==> config.mk <==
export PLATFORM = sky130hd
export DESIGN_NAME = rr_arbiter8_flat
export DESIGN_NICKNAME = d
export VERILOG_FILES = /design/src/rtl/rr_arb_pkg.sv /design/src/rtl/rr_arbiter8_if.sv /design/src/rtl/rr_arbiter8_decoder3to8.sv /design/src/rtl/rr_arbiter8.sv /design/src/flat_wrapper.sv
export SDC_FILE = /design/constraint.sdc
export NUM_CORES = 1
export LEC_CHECK = 0
export ABC_AREA = 0
export BUFFER_PORTS_ARGS = -buffer_cell sky130_fd_sc_hd__buf_2
export CAP_MARGIN = 5
export CORE_ASPECT_RATIO = 1.5
export CORE_MARGIN = 2
export CORE_UTILIZATION = 51
export DETAILED_ROUTE_END_ITERATION = 8
export PLACE_DENSITY = 0.87
export SETUP_SLACK_MARGIN = 0.05
export SYNTH_ARGS = -nofsm -noshare
export SYNTH_HDL_FRONTEND = slang
export SYNTH_SLANG_ARGS = --single-unit
==> constraint.sdc <==
create_clock -name clk -period 3.06 [get_ports clk]
set_clock_uncertainty 0.15 [all_clocks]
set_input_delay 0.306 -clock clk [delete_from_list [all_inputs] [get_ports clk]]
set_output_delay 0.306 -clock clk [all_outputs]
set_load 0.02 [all_outputs]
==> src/rtl/rr_arb_pkg.sv <==
// rr_arb_pkg: shared definitions for the 8-way round-robin arbiter.
//   N_REQ       : number of requesters
//   ID_W        : width of a binary requester index
//   arb_state_e : arbiter FSM states
package rr_arb_pkg;

    localparam int unsigned N_REQ = 8;
    localparam int unsigned ID_W  = 3;

    typedef enum logic {
        IDLE  = 1'b0,
        GRANT = 1'b1
    } arb_state_e;

endpackage

==> src/rtl/rr_arbiter8_if.sv <==
// rr_arbiter8_if: request/grant bundle between requesters and the arbiter.
//   req       : per-requester request, bit i is requester i
//   done      : current grantee releases the resource
//   gnt       : one-hot grant, zero when nothing is granted
//   gnt_id    : binary index of the grantee, zero when gnt_valid=0
//   gnt_valid : high exactly when gnt is non-zero
// Modports: master = requester side, slave = arbiter side.
interface rr_arbiter8_if;
    import rr_arb_pkg::*;

    logic [N_REQ-1:0] req;
    logic             done;
    logic [N_REQ-1:0] gnt;
    logic [ID_W-1:0]  gnt_id;
    logic             gnt_valid;

    modport master (
        output req,
        output done,
        input  gnt,
        input  gnt_id,
        input  gnt_valid
    );

    modport slave (
        input  req,
        input  done,
        output gnt,
        output gnt_id,
        output gnt_valid
    );

endinterface

==> src/rtl/rr_arbiter8_decoder3to8.sv <==
// decoder3to8: 3-to-8 one-hot decoder with enable.
//   sel_i : binary select
//   en_i  : enable; output is all-zero when low
//   dec_o : one-hot output
module decoder3to8 (
    input  logic [2:0] sel_i,
    input  logic       en_i,
    output logic [7:0] dec_o
);

    always_comb begin
        dec_o = '0;
        if (en_i) begin
            dec_o[sel_i] = 1'b1;
        end
    end

endmodule

==> src/rtl/rr_arbiter8.sv <==
// rr_arbiter8: 8-way round-robin arbiter with a two-state IDLE/GRANT FSM.
// All outputs are registered; a grant is issued one edge after the request
// is seen in IDLE and held until done, request drop or (optionally) timeout.
// After every release the search pointer moves to the grantee's index + 1.
//   clk  : clock, rising edge
//   rst  : asynchronous active-high reset
//   bus  : rr_arbiter8_if.slave (req, done in; gnt, gnt_id, gnt_valid out)
// Parameter TIMEOUT (2..255): maximum grant length in cycles, used only
// when the macro RR_ARB_TIMEOUT_EN is defined.
module rr_arbiter8
    import rr_arb_pkg::*;
#(
    parameter int unsigned TIMEOUT = 16
) (
    input  logic             clk,
    input  logic             rst,
    rr_arbiter8_if.slave     bus
);

    // Reject out-of-range hold limits at elaboration.
    if (TIMEOUT < 2 || TIMEOUT > 255) begin : g_bad_timeout
        $error("rr_arbiter8: TIMEOUT must be in 2..255");
    end

    // First set bit of r searching upward from p, wrapping modulo N_REQ.
    // {r, r} rotated by p puts requester p at bit 0, so the lowest set bit
    // of the rotated vector is the offset from p.
    function automatic logic [ID_W-1:0] rr_pick(
        input logic [N_REQ-1:0] r,
        input logic [ID_W-1:0]  p
    );
        logic [2*N_REQ-1:0] dbl;
        logic [N_REQ-1:0]   rot;
        logic [ID_W-1:0]    off;
        logic               found;
        dbl   = {r, r};
        rot   = dbl[p +: N_REQ];
        off   = '0;
        found = 1'b0;
        for (int unsigned i = 0; i < N_REQ; i++) begin
            if (rot[i] && !found) begin
                off   = ID_W'(i);
                found = 1'b1;
            end
        end
        return p + off;
    endfunction

    arb_state_e       state_q, state_d;
    logic [ID_W-1:0]  ptr_q, ptr_d;
    logic [ID_W-1:0]  gnt_id_q, gnt_id_d;
    logic             gnt_valid_q, gnt_valid_d;
    logic [N_REQ-1:0] gnt_q, gnt_d;
    logic             release_w;
    logic             timeout_w;

`ifdef RR_ARB_TIMEOUT_EN
    logic [7:0]       timer_q, timer_d;
    assign timeout_w = (timer_q == 8'(TIMEOUT - 1));
`else
    assign timeout_w = 1'b0;
`endif

    // done has priority only in name: every release source has the same effect.
    assign release_w = bus.done || !bus.req[gnt_id_q] || timeout_w;

    always_comb begin
        state_d     = state_q;
        ptr_d       = ptr_q;
        gnt_id_d    = gnt_id_q;
        gnt_valid_d = gnt_valid_q;
`ifdef RR_ARB_TIMEOUT_EN
        timer_d     = timer_q;
`endif
        case (state_q)
            IDLE: begin
                if (|bus.req) begin
                    gnt_id_d    = rr_pick(bus.req, ptr_q);
                    gnt_valid_d = 1'b1;
                    state_d     = GRANT;
`ifdef RR_ARB_TIMEOUT_EN
                    timer_d     = '0;
`endif
                end else begin
                    gnt_id_d    = '0;
                    gnt_valid_d = 1'b0;
                end
            end
            GRANT: begin
                if (release_w) begin
                    gnt_id_d    = '0;
                    gnt_valid_d = 1'b0;
                    ptr_d       = gnt_id_q + ID_W'(1);
                    state_d     = IDLE;
                end
`ifdef RR_ARB_TIMEOUT_EN
                else begin
                    timer_d = timer_q + 8'd1;
                end
`endif
            end
            default: begin
                gnt_id_d    = '0;
                gnt_valid_d = 1'b0;
                state_d     = IDLE;
            end
        endcase
    end

    // One-hot grant is decoded from the next-state index so gnt is a register.
    decoder3to8 u_dec (
        .sel_i (gnt_id_d),
        .en_i  (gnt_valid_d),
        .dec_o (gnt_d)
    );

    always_ff @(posedge clk or posedge rst) begin
        if (rst) begin
            state_q     <= IDLE;
            ptr_q       <= '0;
            gnt_id_q    <= '0;
            gnt_valid_q <= 1'b0;
            gnt_q       <= '0;
`ifdef RR_ARB_TIMEOUT_EN
            timer_q     <= '0;
`endif
        end else begin
            state_q     <= state_d;
            ptr_q       <= ptr_d;
            gnt_id_q    <= gnt_id_d;
            gnt_valid_q <= gnt_valid_d;
            gnt_q       <= gnt_d;
`ifdef RR_ARB_TIMEOUT_EN
            timer_q     <= timer_d;
`endif
        end
    end

    assign bus.gnt       = gnt_q;
    assign bus.gnt_id    = gnt_id_q;
    assign bus.gnt_valid = gnt_valid_q;

endmodule

==> src/flat_wrapper.sv <==
// flat-port wrapper written by rule: the top's interface ports become plain ports
module rr_arbiter8_flat import rr_arb_pkg::*;
#(
    parameter int unsigned TIMEOUT = 16
)
  (clk, rst, bus_req, bus_done, bus_gnt, bus_gnt_id, bus_gnt_valid);
  rr_arbiter8_if bus_i ();
  input  logic clk;
  input  logic rst;
  input wire logic [$bits(bus_i.req)-1:0] bus_req;
  input wire logic [$bits(bus_i.done)-1:0] bus_done;
  output wire logic [$bits(bus_i.gnt)-1:0] bus_gnt;
  output wire logic [$bits(bus_i.gnt_id)-1:0] bus_gnt_id;
  output wire logic [$bits(bus_i.gnt_valid)-1:0] bus_gnt_valid;
  assign bus_i.req = bus_req;
  assign bus_i.done = bus_done;
  assign bus_gnt = bus_i.gnt;
  assign bus_gnt_id = bus_i.gnt_id;
  assign bus_gnt_valid = bus_i.gnt_valid;
  rr_arbiter8 #(.TIMEOUT(TIMEOUT)) u_core (.clk(clk), .rst(rst), .bus(bus_i));
endmodule
==> results of run 1 <==
==> worst max path at each step <==
stage                             end  slack, ps  cells past startpoint
floorplan           u_core.bus.gnt[0]       -150                     12
global placement    u_core.bus.gnt[3]       -200                     10
detailed placement  u_core.bus.gnt[3]       -330                     10
CTS                 u_core.bus.gnt[1]       -160                     11
global route        u_core.bus.gnt[6]       -440                     13
finish              u_core.bus.gnt[4]       -280                     10
==> routing by layer <==
metal | share of wire [%] | wire length [um] | GRT usage, %
met5 | 0 | 0 | 0
met4 | 3.0 | 132 | 14.2
met3 | 3.0 | 132 | 3.91
met2 | 59 | 2550 | 54.4
met1 | 35 | 1530 | 30.9
==> cells in the final DEF (no fill, tap or decap), drive strengths merged, types with 3 or more instances in the layout <==
cell type	n
mux4	3
clkbuf	4
nor4b	4
dfrtp	16
mux2i	10
nand3	4
nor2	6
o32ai	3
o21ai	13
buf	51
nor2b	4
mux2	9
a31oi	5
nand2	12
nand2b	7
a21oi	4
nor4	3
inv	5
==> report_power, final <==
part           internal, W  switching [W]  total [W]
logic             0.000762       0.000835    0.00160
registers         0.000295       0.000109   0.000404
clock network     0.000114      0.0000755   0.000190
total              0.00117        0.00102    0.00219
==> timing repair <==
item / CTS / global route
endpoints found under the hold margin: 16 / 0
resized for setup: 8 / 11
setup endpoints to repair: 9 / 10
hold buffers: 1 / 0
buffers inserted: 3 / 4
pin swaps: 13 / 6
gates cloned: 0 / 0
==> flip-flops by register name (all words and copies together), names as in the netlist <==
name and cells:
u_core.bus.gnt 8, u_core.bus.gnt_id 3, u_core.bus.gnt_valid 1, u_core.ptr_q 3, u_core.state_q 1
==> worst max-delay path, cell delays in order, from the launching register on <==
cell and delay, ps:
dfrtp_2 480, buf_6 150, mux2_4 300, mux4_2 500, nand2b_4 170, a21boi_1 160, o211ai_1 150, fa_2 450
xnor2_4 240, nand4_1 250, a31oi_1 240
==> stage by stage <==
| step | utilization [%] | area [um2] |
|---|---|---|
| 4_1_cts | 71.3 | 1910 |
| 3_5_place_dp | 66.8 | 1790 |
| 6_report | 73.9 | 1980 |
| 2_1_floorplan | - | 1510 |
| 3_3_place_gp | 66.8 | 1790 |
| 5_1_grt | 73.9 | 1980 |
==> cells by family after synthesis <==
| logic type | count (synthesis) |
|---|---|
| AOI/OAI and AO/OA | 44 |
| DFF | 16 |
| buffers and inverters | 13 |
| adders and majority gates | 3 |
| xor gates and xnor gates | 3 |
| and+or+nand+nor | 46 |
| muxes | 22 |
==> layout make-up <==
cell class | count | area (um2) | share of cell area (%)
Clock buffer | 4 | 55.1 | 2.78
Inverter | 5 | 18.8 | 0.949
Multi-Input combinational cell | 118 | 1110 | 56.0
Sequential cell | 16 | 402 | 20.3
Tap cell | 37 | 46.3 | 2.34
Timing Repair Buffer | 52 | 349 | 17.6
==> summary.md, run 1 <==
| Metric | Value |
|---|---|
| Most frequent cell after synthesis | dfrtp_1 |
| Critical path required time | 3080 ps |
| TritonCTS clock tree | yes |
| Outcome | complete, but fails checks |
| Post-route minimum period | 3340 ps |
| Pre-CTS setup slack | -333 ps |
| Pwr/cell area | 1110 nW/um2 |
| Final hold slack | 220 ps |
| Max_cap viols | 0 |
| Nets | 210 |
| # rows | 23 |
| # diodes | 0 |
| Slew Limit Headroom | 52.7% |
| Mapped Nets | 161 |
| Largest family of logic cells by synthesized area | compound AO/OA/AOI/OAI gates |
| RePlAce Congestion | 1.00 |
| Post-Synth Adder-Cell Area | 3.15% |
| Syn_area_per_cell | 9.72 um2 |
| Largest net degree at the start of global routing | 17 |
| Core area | 2680 um2 |
| Total CTS buffers | 3 |
| Post-synthesis sequential area ratio | 28.0% |
| Hold Crit Depth | 3 |
| Final ANT Viol Nets | 0 |
| Drt wl/cell | 18.7 um |
| Final hold violations | 0 |
| GRT Residual Overflow | 0 |
| DR iter-0 viols | 44 |
| Min-delay src | bus_done |
| Post-synthesis mux area share | 19.4% |
| Clock Latency Late Sink | 250 ps |
| Die span in x | 47.2 um |
| Final WS setup | -282 ps |
| DR vias | 1439 |
| Final Power | 0.00219 W |
| Number of instances in the placed design | 220 |
| Filler cell count | 191 |
| I/O Pins | 23 |
| Worst Tran Pin Value | 709 ps |
| Compound-gate portion of the synthesized area | 24.9% |
| Pins Over Slew Limit | 0 |
| Clock-pin slew on the worst setup and hold paths | 60 ps |
| DIE AREA | 3250 um2 |
| Post-synth ARST share | 100% |
| Vias in the first global route | 1425 |
| WL final | 4340 um |
| RSZ-0062 raised after global routing | yes |
| Post-synth EDFFs | 0 |
| Critical Path Fanout Max | 8 |
| GRT Total Usage | 29.5% |
| RR Endpoint | u_core.bus.gnt[4] |
| Post-synth top cells | dfrtp_1, nand2_1, o21ai_0 |
| Share of layout cells above drive strength 1 | 48.7% |
| Startpoint types | flip-flop |
| H-Tree Depth | 1 |
| First-pass GRT wire length | 6740 um |
| Mapped cell area | 1430 um2 |
| Initial Util | 53.4% |
| Ys Warns | 0 |
| Clk buf depth | 2 |
| DPL Wire Length | 3140 um |
| Final setup viols | 9 |
| Failing checks | negative setup slack |
| CP arrival | 3360 ps |
| Max Clk Rate | 0.299 GHz |
| Worst r2r path cells | 10 |
| Clock root buffer | clkbuf_8 |
| Via/cell ratio | 6.20 |
| Setup TNS | -2190 ps |
| Reg2reg start | u_core.ptr_q[1] |
| P&R area growth vs syn | 38.4% |
| Worst Setup SP | u_core.ptr_q[1] |
| Antenna violations before repair | 0 |
| Kind of critical path | reg2reg |
| Number of distinct library cells after synthesis | 49 |
| P_leak | 0.871 nW |
| Top-area cell type share of the netlist area | 28.0% |
| Die height | 68.8 um |
| Ys flop type | dfrtp_1 |
| DRC errors left | 0 |
| Ranking of synthesized cells by area | dfrtp_1, mux2i_1, mux2_2 |
| Max IR drop VDD | 710 uV |
| Post-Synth Simple-Gate Area | 18.4% |
| Final worst-path cycle share | 109% |
| Hold Path Class | in2reg |
| Sink Count | 16 |
| Seq cells post-synth | 16 |
| Synth Instances | 147 |
| Synth Area in XOR/XNOR | 1.84% |
| WHS Endpoint | u_core.state_q |
| Fin cells | 232 |
| First-pass DRT Iterations | 4 |
| Leading area contributor after synthesis | dfrtp_1 |
| Reg2reg setup slack | -280 ps |
| Endpoint class of the critical path | flip-flop |
| Port bufs | 22 |
No activity file was read; power rests on OpenSTA's default activity.
==> run 2, diff against run 1 <==
RECOVER_POWER = 25   (was default)
clock period = 3 ns   (was 3.06 ns; I/O delays follow)
==> summary.md, run 2 (synthesis results as in run 1) <==
| Metric | Value |
|---|---|
| Outcome | complete, but fails checks |
| Failing checks | negative setup slack |
| Sink Count | 16 (unchanged) |
| DIE AREA | 3250 um2 (unchanged) |
| Commonest non-fill, non-tap cell in the layout | buf_4 |
| Final worst-path cycle share | 110% (+0.94 points) |
| P_leak | 0.868 nW (-0.41%) |
| DR iter-0 viols | 41 (-6.8%) |
| Final hold violations | 0 (unchanged) |
| Crit-path cells | buf_6, buf_4, mux2i_1, mux4_2, nand2_2, o32ai_2, ha_2, inv_2, fa_2, o21ai_4, o221ai_2, nor4b_2 |
| Slew Limit Headroom | 52.9% (+0.18 points) |
| P&R area growth vs syn | 42.5% |
| Internal power | 0.00124 W (+6.0%) |
| WL final | 4740 um (+9.3%) |
| Die span in x | 47.2 um (unchanged) |
| First-pass DRT Iterations | 4 (unchanged) |
| Pre-CTS setup slack | -391 ps (-58.0 ps) |
| Critical path required time | 3000 ps (-80 ps) |
| Crit path buffers/inverters | 3 (+2) |
| DPL Wire Length | 3330 um (+6.2%) |
| Drt wl/cell | 19.8 um (+5.7%) |
| Commonest cells after routing, fill and taps aside | buf_4, dfrtp_1, buf_2 |
| Seq pwr share | 17.6% (-0.8 points) |
| Critical Path Stages | 12 (+2) |
| RR Endpoint | u_core.bus.gnt[2] |
| Reg2reg setup slack | -300 ps (-20 ps) |
| Total CTS buffers | 3 (unchanged) |
| Clock root buffer | clkbuf_8 |
| Via/cell ratio | 6.31 (+1.8%) |
| Vias in the first global route | 1591 (+12%) |
| Sw frac | 46.7% (+0.20 points) |
| Initial Util | 53.4% (unchanged) |
| # diodes | 0 (unchanged) |
| Reg2reg start | u_core.ptr_q[1] |
| TritonCTS clock tree | yes |
| Worst path slowest cell | dfrtp_2 |
| H-Tree Depth | 1 (unchanged) |
| Max IR drop VDD | 817 uV (+15%) |
| Hold Crit Depth | 3 (unchanged) |
| Sw power | 0.00109 W (+6.9%) |
| RePlAce Congestion | 0.958 (-4.5%) |
| First-pass GRT wire length | 7640 um (+13%) |
| Combinational share of power | 74.2% (+1.3 points) |
| Final ANT Viol Nets | 0 (unchanged) |
| DRC errors left | 0 (unchanged) |
| Die height | 68.8 um (unchanged) |
| Final WS setup | -304 ps (-22.6 ps) |
| Worst Tran Pin Value | 706 ps (-2.66 ps) |
| Critical Path Fanout Max | 10 (+2) |
| Clk buf depth | 2 (unchanged) |
| Clock-pin slew on the worst setup and hold paths | 60 ps (about the same) |
| Max incr delay on CP | 480 ps (-20 ps) |
| GRT Total Usage | 33.5% (+4.0 points) |
| Pwr/cell area | 1150 nW/um2 (+3.4%) |
| Hold Path Class | in2reg |
| Max Clk Rate | 0.303 GHz (+1.1%) |
| Endpoint class of the critical path | flip-flop |
| # rows | 23 (unchanged) |
| Min-delay src | bus_done |
| Clock Latency Late Sink | 250 ps (about the same) |
| Post-route minimum period | 3300 ps (-37.4 ps) |
| Worst Setup SP | u_core.ptr_q[1] |
| Worst r2r path cells | 12 (+2) |
| Max_cap viols | 0 (unchanged) |
| Kind of critical path | reg2reg |
| I/O Pins | 23 (unchanged) |
| Antenna violations before repair | 0 (unchanged) |
| GRT Residual Overflow | 0 (unchanged) |
| Pins Over Slew Limit | 0 (unchanged) |
| Largest register FFs | 8 (unchanged) |
| Largest net degree at the start of global routing | 17 (unchanged) |
| Port bufs | 22 (unchanged) |
| Share of layout cells above drive strength 1 | 48.3% (-0.44 points) |
| DR vias | 1515 (+5.3%) |
| RSZ-0062 raised after global routing | yes |
| CP arrival | 3310 ps (-50 ps) |
| Setup TNS | -2360 ps (-179 ps) |
| Final setup viols | 9 (unchanged) |
| Clock network power share | 8.2% (-0.5 points) |
| Worst path top cell family by delay | adder cells |
| WHS Endpoint | u_core.state_q |
| Startpoint types | flip-flop |
| Nets | 218 (+3.8%) |
| Core area | 2680 um2 (unchanged) |
run 2: worst min-delay path: cells and delay by family:
family                 cells  cell delay [ps]
AOI/OAI and AO/OA          1               80
buffers and inverters      1              100
and+or+nand+nor            1              100
run 2: power groups by stage:
stage                     clock network (W)  logic, W  registers, W
after detailed placement                  0   0.00152      0.000401
after global placement                    0   0.00145      0.000397
after floorplan                           0   0.00100      0.000434
after global routing               0.000204   0.00186      0.000421
after CTS                          0.000197   0.00162      0.000403
final                              0.000192   0.00173      0.000410
run 2: worst max path at each step:
| stage | to | slack, ps |
|---|---|---|
| CTS | u_core.bus.gnt[6] | -270 |
| detailed placement | u_core.bus.gnt[2] | -390 |
| finish | u_core.bus.gnt[2] | -300 |
| floorplan | u_core.bus.gnt[0] | -210 |
| global placement | u_core.bus.gnt[3] | -270 |
| global route | u_core.bus.gnt[4] | -520 |
run 2: cell type report:
| type | instances | area, um2 |
|---|---|---|
| fillers | 186 | 641 |
| flip-flops and latches | 16 | 402 |
| repair buffers | 60 | 392 |
| clock buffers | 4 | 55.1 |
| multi-input cells | 118 | 1120 |
| well taps | 37 | 46.3 |
| inverters | 5 | 18.8 |
run 2: timing repair:
action,4_1_cts,5_1_grt
gates resized for setup,9,11
pin swaps,13,8
endpoints found under the setup margin,10,10
buffers inserted,4,2
hold buffers,1,0
endpoints found under the hold margin,16,0
run 2: metal layers:
layer | share of wire, % | wire [um] | track usage, % | vias up
li1 | - | - | - | 680
met1 | 36 | 1720 | 35.8 | 758
met2 | 57 | 2700 | 59.8 | 62
met3 | 3.5 | 166 | 4.95 | 15
met4 | 3.3 | 157 | 18.4 | 0
met5 | 0 | 0 | 0 | -
run 2: metrics by stage:
step / cell area (um2) / hold slack (ps) / total power, W / utilization (%) / std cells
2_1_floorplan: 1510 / 63.7 / 0.00143 / - / 147
3_3_place_gp: 1860 / 232 / 0.00184 / 69.3 / 229
3_5_place_dp: 1860 / 255 / 0.00192 / 69.3 / 229
4_1_cts: 1980 / 215 / 0.00222 / 74.1 / 238
5_1_grt: 2040 / 234 / 0.00248 / 76.1 / 240
6_report: 2040 / 222 / 0.00233 / 76.1 / 240
